## config.mk

```make
export PLATFORM = sky130hd
export DESIGN_NAME = if_stage_flat
export DESIGN_NICKNAME = d
export VERILOG_FILES = /design/src/rtl/if_stage_pkg.sv /design/src/rtl/if_stage_if.sv /design/src/rtl/if_stage_fetch_fifo.sv /design/src/rtl/if_stage.sv /design/src/flat_wrapper.sv
export SDC_FILE = /design/constraint.sdc
export NUM_CORES = 1
export LEC_CHECK = 0
export ABC_CLOCK_PERIOD_IN_PS = 18800
export CAP_MARGIN = 5
export CORE_ASPECT_RATIO = 0.75
export CORE_UTILIZATION = 40
export CTS_CLUSTER_DIAMETER = 100
export DETAILED_ROUTE_END_ITERATION = 6
export GPL_TIMING_DRIVEN = 0
export MAX_ROUTING_LAYER = met4
export REMOVE_ABC_BUFFERS = 1
export SLEW_MARGIN = 20
export SYNTH_ARGS = -nofsm -noshare
export SYNTH_HDL_FRONTEND = slang
export SYNTH_SLANG_ARGS = --single-unit
export TNS_END_PERCENT = 10
```

## constraint.sdc

```tcl
create_clock -name clk -period 18.8 [get_ports clk]
set_input_delay 2.82 -clock clk [delete_from_list [all_inputs] [get_ports clk]]
set_output_delay 2.82 -clock clk [all_outputs]
set_load 0.02 [all_outputs]
```

## src/rtl/if_stage_pkg.sv

```systemverilog
// Shared types for the instruction fetch stage: bus words, IF->ID payload and FSM states.
package if_stage_pkg;

    typedef logic [31:0] u32_t;

    typedef struct packed {
        u32_t ir;
        u32_t ia_plus_4;
    } id_params_t;

    typedef enum logic [1:0] {
        S_IDLE,
        S_REQ,
        S_KILL
    } if_state_e;

    localparam u32_t RESET_VECTOR_DEFAULT = 32'h0000_0000;

    function automatic u32_t word_align(input u32_t a);
        return {a[31:2], 2'b00};
    endfunction

endpackage

```

## src/rtl/if_stage_if.sv

```systemverilog
// Fetch-stage bundle: instruction bus, EX redirect and IF->ID handshake.
interface if_stage_if;
    import if_stage_pkg::*;

    logic       ibus_req;
    u32_t       ibus_addr;
    logic       ibus_ack;
    u32_t       ibus_rdata;
    logic       br_taken;
    u32_t       br_target;
    logic       id_valid;
    logic       id_ready;
    id_params_t id_params;

    modport master (
        output ibus_req, ibus_addr, id_valid, id_params,
        input  ibus_ack, ibus_rdata, br_taken, br_target, id_ready
    );

    modport slave (
        input  ibus_req, ibus_addr, id_valid, id_params,
        output ibus_ack, ibus_rdata, br_taken, br_target, id_ready
    );

endinterface

```

## src/rtl/if_stage_fetch_fifo.sv

```systemverilog
// Prefetch FIFO between the instruction bus and ID; power-of-two depth, synchronous flush.
module fetch_fifo
    import if_stage_pkg::*;
#(
    parameter int DEPTH = 2
) (
    input  logic                     clk,
    input  logic                     rst,
    input  logic                     push,
    input  logic                     pop,
    input  logic                     flush,
    input  id_params_t               wdata,
    output id_params_t               rdata,
    output logic [$clog2(DEPTH):0]   count,
    output logic                     empty,
    output logic                     full
);
    localparam int AW = $clog2(DEPTH);
    localparam logic [AW:0] DEPTH_C = DEPTH[AW:0];

    id_params_t    mem [DEPTH];
    logic [AW-1:0] wr_ptr;
    logic [AW-1:0] rd_ptr;
    logic          do_push;
    logic          do_pop;

    assign empty   = (count == '0);
    assign full    = (count == DEPTH_C);
    assign do_pop  = pop && !empty;
    // A pop in the same cycle frees the slot a push on a full FIFO needs.
    assign do_push = push && (!full || do_pop);
    assign rdata   = mem[rd_ptr];

    always_ff @(posedge clk or posedge rst) begin
        if (rst) begin
            wr_ptr <= '0;
            rd_ptr <= '0;
            count  <= '0;
            for (int i = 0; i < DEPTH; i++) begin
                mem[i] <= '0;
            end
        end else if (flush) begin
            wr_ptr <= '0;
            rd_ptr <= '0;
            count  <= '0;
        end else begin
            if (do_push) begin
                mem[wr_ptr] <= wdata;
                wr_ptr      <= wr_ptr + 1'b1;
            end
            if (do_pop) begin
                rd_ptr <= rd_ptr + 1'b1;
            end
            count <= count + {{AW{1'b0}}, do_push} - {{AW{1'b0}}, do_pop};
        end
    end

endmodule

```

## src/rtl/if_stage.sv

```systemverilog
// Instruction fetch stage: owns the PC, fetches over a req/ack bus and feeds ID through a prefetch FIFO.
//   state  | meaning
//   S_IDLE | no request outstanding; waits for FIFO space
//   S_REQ  | request outstanding, response will be kept
//   S_KILL | request outstanding from before a redirect, response will be dropped
module if_stage
    import if_stage_pkg::*;
#(
    parameter u32_t RESET_VECTOR = RESET_VECTOR_DEFAULT,
    parameter int   FIFO_DEPTH   = 2
) (
    input  logic      clk,
    input  logic      rst,
    if_stage_if.master bus
);
    localparam int CW = $clog2(FIFO_DEPTH) + 1;
    localparam logic [CW-1:0] DEPTH_C = FIFO_DEPTH[CW-1:0];

    if_state_e     state;
    u32_t          pc;
    u32_t          addr;
    u32_t          addr_plus_4;
    u32_t          target;
    logic          req;
    logic          push;
    logic          pop;
    logic          full;
    logic          empty;
    logic [CW-1:0] count;
    logic [CW-1:0] count_after;
    id_params_t    head;

    assign addr_plus_4 = addr + 32'd4;
    assign target      = word_align(bus.br_target);
    assign pop         = !empty && bus.id_ready;
    assign push        = (state == S_REQ) && bus.ibus_ack && !bus.br_taken;
    assign count_after = count + {{(CW-1){1'b0}}, push} - {{(CW-1){1'b0}}, pop};

    assign bus.ibus_req  = req;
    assign bus.ibus_addr = addr;
    assign bus.id_valid  = !empty;
    assign bus.id_params = empty ? '0 : head;

    fetch_fifo #(
        .DEPTH (FIFO_DEPTH)
    ) u_fifo (
        .clk   (clk),
        .rst   (rst),
        .push  (push),
        .pop   (pop),
        .flush (bus.br_taken),
        .wdata ('{ir: bus.ibus_rdata, ia_plus_4: addr_plus_4}),
        .rdata (head),
        .count (count),
        .empty (empty),
        .full  (full)
    );

    always_ff @(posedge clk or posedge rst) begin
        if (rst) begin
            state <= S_IDLE;
            req   <= 1'b0;
            addr  <= RESET_VECTOR;
            pc    <= RESET_VECTOR;
        end else if (bus.br_taken) begin
            pc <= target;
            // An unanswered request must complete before the target can be issued.
            if (state != S_IDLE && !bus.ibus_ack) begin
                state <= S_KILL;
            end else begin
                state <= S_REQ;
                req   <= 1'b1;
                addr  <= target;
            end
        end else begin
            case (state)
                S_IDLE: begin
                    if (!full || pop) begin
                        state <= S_REQ;
                        req   <= 1'b1;
                        addr  <= pc;
                    end
                end
                S_REQ: begin
                    if (bus.ibus_ack) begin
                        pc <= addr_plus_4;
                        if (count_after < DEPTH_C) begin
                            addr <= addr_plus_4;
                        end else begin
                            state <= S_IDLE;
                            req   <= 1'b0;
                        end
                    end
                end
                S_KILL: begin
                    if (bus.ibus_ack) begin
                        state <= S_REQ;
                        addr  <= pc;
                    end
                end
                default: begin
                    state <= S_IDLE;
                    req   <= 1'b0;
                end
            endcase
        end
    end

    always_ff @(posedge clk) begin
        if (!rst) begin
            ack_without_req: assert (!(bus.ibus_ack && !req))
                else $error("ibus_ack received with no request outstanding");
        end
    end

endmodule

```

## src/flat_wrapper.sv

```systemverilog
// flat-port wrapper written by rule: the top's interface ports become plain ports
module if_stage_flat import if_stage_pkg::*;
#(
    parameter u32_t RESET_VECTOR = RESET_VECTOR_DEFAULT,
    parameter int   FIFO_DEPTH   = 2
)
  (clk, rst, bus_ibus_req, bus_ibus_addr, bus_id_valid, bus_id_params, bus_ibus_ack, bus_ibus_rdata, bus_br_taken, bus_br_target, bus_id_ready);
  if_stage_if bus_i ();
  input  logic clk;
  input  logic rst;
  output wire logic [$bits(bus_i.ibus_req)-1:0] bus_ibus_req;
  output wire logic [$bits(bus_i.ibus_addr)-1:0] bus_ibus_addr;
  output wire logic [$bits(bus_i.id_valid)-1:0] bus_id_valid;
  output wire logic [$bits(bus_i.id_params)-1:0] bus_id_params;
  input wire logic [$bits(bus_i.ibus_ack)-1:0] bus_ibus_ack;
  input wire logic [$bits(bus_i.ibus_rdata)-1:0] bus_ibus_rdata;
  input wire logic [$bits(bus_i.br_taken)-1:0] bus_br_taken;
  input wire logic [$bits(bus_i.br_target)-1:0] bus_br_target;
  input wire logic [$bits(bus_i.id_ready)-1:0] bus_id_ready;
  assign bus_ibus_req = bus_i.ibus_req;
  assign bus_ibus_addr = bus_i.ibus_addr;
  assign bus_id_valid = bus_i.id_valid;
  assign bus_id_params = bus_i.id_params;
  assign bus_i.ibus_ack = bus_ibus_ack;
  assign bus_i.ibus_rdata = bus_ibus_rdata;
  assign bus_i.br_taken = bus_br_taken;
  assign bus_i.br_target = bus_br_target;
  assign bus_i.id_ready = bus_id_ready;
  if_stage #(.RESET_VECTOR(RESET_VECTOR), .FIFO_DEPTH(FIFO_DEPTH)) u_core (.clk(clk), .rst(rst), .bus(bus_i));
endmodule
```

==> qor.log <==
INFO  global_routing grt_pass1_vias=7784
INFO  clock_network  cts-resized-gates=0
INFO  floorplanning  die_area=25300µm²
INFO  power          pwr-share-seq=37.1%
INFO  sta            fin_crit_sh=31.5%
INFO  clock_network  clock_sink_count=199
INFO  sta            report.final.slew_viol_count=0
INFO  detailed_routing routed_wirelength=26200µm
INFO  synth          ys_ff_latch=199
INFO  place          numPortBuffers=164
INFO  synth          synthAdderAreaFrac=0.886%
INFO  power          power.clock.fraction=17.8%
INFO  layout         layout.filler_cells=2184
INFO  clock_network  clock_tree.htree_level_count=4
INFO  floorplanning  die_y=138µm
INFO  synth          ys_async_sr_fraction=100%
INFO  synth          xor_xnor_share_of_the_synthesized_area=3.01%
INFO  sta            report.final.hold_viol_count=0
INFO  power          ir_drop=0.0675mV
INFO  layout         fraction_of_final_layout_cells_sized_beyond_drive_strength_1=11.6%
INFO  detailed_routing avgViaCountPerCell=5.36
INFO  synth          synth_area=9880µm²
INFO  clock_network  worst_skew_pair.late_latency=0.43ns
INFO  detailed_routing first_iter_violations=593
INFO  synth          post_synth_num_cell_types=52
INFO  setup_path     timing.critical_path.from_type=input pin
INFO  power          power.share.switching=39.4%
INFO  synth          proportion_of_synthesized_chip_area_in_sequential_cells=50.4%
INFO  clock_network  holdBufCountCts=0
INFO  clock_network  clockBufferDepth=2
INFO  global_routing grt_start_max_net_pins=96
INFO  detailed_routing drc=0
INFO  power          net-switching-power=0.784mW
INFO  synth          synth_enable_flop_cells=0
INFO  global_routing global_route.usage.met3=3.95%
INFO  layout         num-nets-final=1186
INFO  detailed_routing dr.pass1.iters=5
INFO  clock_network  cts_tree=built
INFO  layout         multi_input_comb_area=4600µm²
INFO  place          place.gp.congestion=0.755
INFO  place          dp.cells=1422
INFO  flow_run       cap_violations=0
INFO  sta            maxSlewHeadroom=43.7%
INFO  detailed_routing detail_route.wl_per_cell=18.0µm
INFO  place          detailedPlacementHpwl=17400µm
INFO  sta            fin_setup_tns=0ns
INFO  power          pwr-share-comb=45.0%
INFO  setup_path     cp_endpoint_kind=register
INFO  clock_network  cts_post_setup_buffers_inserted=0
INFO  floorplanning  io_pins=167
INFO  global_routing globalRouteTotalUtil=22.1%
INFO  sta            final.setup_skew=0.0113ns
INFO  status         run_status=completed
INFO  worst_hold_path holdCritPathClass=reg2reg
INFO  power          p_leak=5.15nW
INFO  synth          simple_logic_cell_fraction_of_the_synthesized_area=13.2%
INFO  sta            min_cycle_time_layout=5.93ns
INFO  floorplanning  floorplan.initialDensity=41.0%
INFO  synth          post_synth.cell_area_avg=10.0µm²
INFO  clock_network  cts_inserted_buffers=17
INFO  layout         layout.cells.non_filler=1453
INFO  floorplanning  num_rows=49
INFO  global_routing first_pass_grt_wire_length=42400µm
INFO  clock_network  root_buffer=sky130_fd_sc_hd__clkbuf_16
INFO  synth          share_of_the_synthesized_area_in_compound_gates_ao_oa_aoi_oai=14.5%
INFO  floorplanning  die_width=183µm
INFO  layout         final_core_util=52.1%
INFO  synth          main_combinational_cell_family_by_area_after_synthesis=multiplexers
INFO  worst_hold_path min_path_cells=2
INFO  sta            worstMarginPinSlew=0.841ns
INFO  power          power.density=158nW/µm²
INFO  sta            clock.fmax=0.169GHz
INFO  global_routing grtUsageMet1=32.3%
INFO  setup_path     timing_worst_setup_path_type=in2reg
INFO  synth          synth.mux.area_fraction=14.6%
INFO  synth          ys_dominant_reg_cell=sky130_fd_sc_hd__dfrtp_1
INFO  setup_path     critical_path_required_time=19.14ns
INFO  setup_path     cp_data_arrival_time=6.27ns
INFO  layout         final-seq-area=4980µm²
INFO  sta            setup_repair_after_global_routing_missed_its_margin=no
INFO  floorplanning  placeableCoreArea=24100µm²
INFO  global_routing met2_usage=31.7%
INFO  global_routing top_usage_layer=met1
INFO  global_routing grt_antenna_before_repair=0
INFO  detailed_routing dr_total_vias=7792
INFO  power          cell_internal_pwr=1.20mW
INFO  detailed_routing post_detailed_route_count_of_antenna_violating_nets=0
INFO  sta            timing.final.setup_violations=0
INFO  global_routing overflow=0
INFO  synth          yosys_warnings=0
INFO  setup_path     ff2ff_path_depth=9
INFO  clock_network  cts.clk_slew.worst_paths=0.07ns
INFO  synth          syn-instance-count=984
INFO  layout         most_common_cell_after_layout_fill_and_taps_aside=sky130_fd_sc_hd__dfrtp_1
INFO  layout         commonest_cells_after_routing_fill_and_taps_aside=198 x sky130_fd_sc_hd__dfrtp_1, 163 x sky130_fd_sc_hd__clkdlybuf4s50_1, 159 x sky130_fd_sc_hd__nor2_1
INFO  layout         antenna-diode-count=0
INFO  setup_path     maximum_net_fanout_on_the_critical_path=56
INFO  layout         area.growth.synth_to_final=27.1%
## critical path, stage by stage
cell and delay, ns:
sky130_fd_sc_hd__buf_4 0.49, sky130_fd_sc_hd__buf_12 0.31, sky130_fd_sc_hd__nand3b_1 0.64, sky130_fd_sc_hd__ha_1 0.36
sky130_fd_sc_hd__nor2b_1 0.23, sky130_fd_sc_hd__xor2_1 0.39, sky130_fd_sc_hd__a21o_2 0.69, sky130_fd_sc_hd__o21ai_0 0.19
sky130_fd_sc_hd__o21ai_0 0.10
## cells by family after synthesis
| logic type | count (synthesis) |
|---|---|
| compound gates | 232 |
| xor+xnor | 34 |
| fa+ha+maj | 7 |
| buf+inv | 86 |
| flops | 199 |
| mux | 135 |
| simple gates | 291 |
## flip-flops by register name (all words and copies together) (netlist names)
register	flops
u_core.u_fifo.mem	128
u_core.u_fifo.wr_ptr	1
u_core.pc	32
u_core.u_fifo.count	2
u_core.bus.ibus_addr	32
u_core.u_fifo.rd_ptr	1
u_core.state	2
u_core.bus.ibus_req	1
## power by group through the flow
stage | Combinational, mW | Clock (mW) | Sequential (mW)
final | 0.895 | 0.354 | 0.738
after global routing | 0.982 | 0.379 | 0.762
after CTS | 0.906 | 0.363 | 0.738
after detailed placement | 0.902 | 0 | 0.745
after global placement | 0.872 | 0 | 0.751
after floorplan | 0.515 | 0 | 0.753
## synth_stat cells, types with 9 or more instances
master                     count  share of area, %
sky130_fd_sc_hd__dfrtp_1     199                50
sky130_fd_sc_hd__mux2_2       70               8.0
sky130_fd_sc_hd__a31oi_1       9              0.57
sky130_fd_sc_hd__o21ai_0      75               3.8
sky130_fd_sc_hd__a22oi_1      11              0.84
sky130_fd_sc_hd__nor3b_1      11              0.84
sky130_fd_sc_hd__nand2_1      61               2.3
sky130_fd_sc_hd__a21oi_1      67               3.4
sky130_fd_sc_hd__a211oi_1      9              0.68
sky130_fd_sc_hd__xnor2_1      27               2.4
sky130_fd_sc_hd__inv_1        16              0.61
sky130_fd_sc_hd__a211o_1       9              0.80
sky130_fd_sc_hd__nor3_1       11              0.56
sky130_fd_sc_hd__a22o_1       10              0.89
sky130_fd_sc_hd__clkbuf_1     38               1.4
sky130_fd_sc_hd__buf_2        11              0.56
sky130_fd_sc_hd__nand3_1      12              0.61
sky130_fd_sc_hd__mux2i_1      65               6.6
sky130_fd_sc_hd__buf_1        17              0.65
sky130_fd_sc_hd__nor2_1      162               6.2
## routing by layer
layer	up-vias	wire length (µm)	share of wire, %
met4	0	224	0.86
met5	-	0	0
li1	3715	-	-
met2	177	11400	43
met3	18	1300	5.0
met1	3882	13300	51
## through the flow
step	power (mW)	cell area, µm²	worst slack (ns)	hold slack (ns)
finish	1.99	12600	12.87	0.482
global route	2.12	12600	12.55	0.508
CTS	2.01	12600	12.89	0.486
detailed placement	1.65	12000	12.42	0.470
global placement	1.62	11700	5.27	0.460
floorplan	1.27	9600	10.55	0.450
## final timing paths
kind | to | startpoint | slack [ns]
worst max-delay path | u_core.bus.ibus_addr[10]$_DFFE_PP0P_ | bus_br_taken | 12.87
worst min-delay path | u_core.u_fifo.mem[9]$_DFFE_PP0P_ | u_core.u_fifo.mem[9]$_DFFE_PP0P_ | 0.48
worst max register to register | u_core.bus.ibus_addr[10]$_DFFE_PP0P_ | u_core.state[1]$_DFFE_PP0P_ | 14.76
worst min register to register | u_core.u_fifo.mem[9]$_DFFE_PP0P_ | u_core.u_fifo.mem[9]$_DFFE_PP0P_ | 0.48
max in group asynchronous | u_core.u_fifo.rd_ptr$_DFFE_PP0P_ | rst | 14.92
min in group asynchronous | u_core.u_fifo.mem[121]$_DFFE_PP0P_ | rst | 2.71
## layout make-up
type / count / share of cell area (%)
multi-input cells: 699 / 36.6
clock buffers: 20 / 3.64
flip-flops and latches: 199 / 39.7
clock inverters: 11 / 0.787
repair buffers: 177 / 15.5
well taps: 331 / 3.30
inverters: 16 / 0.538
No activity file was read; power rests on OpenSTA's default activity.
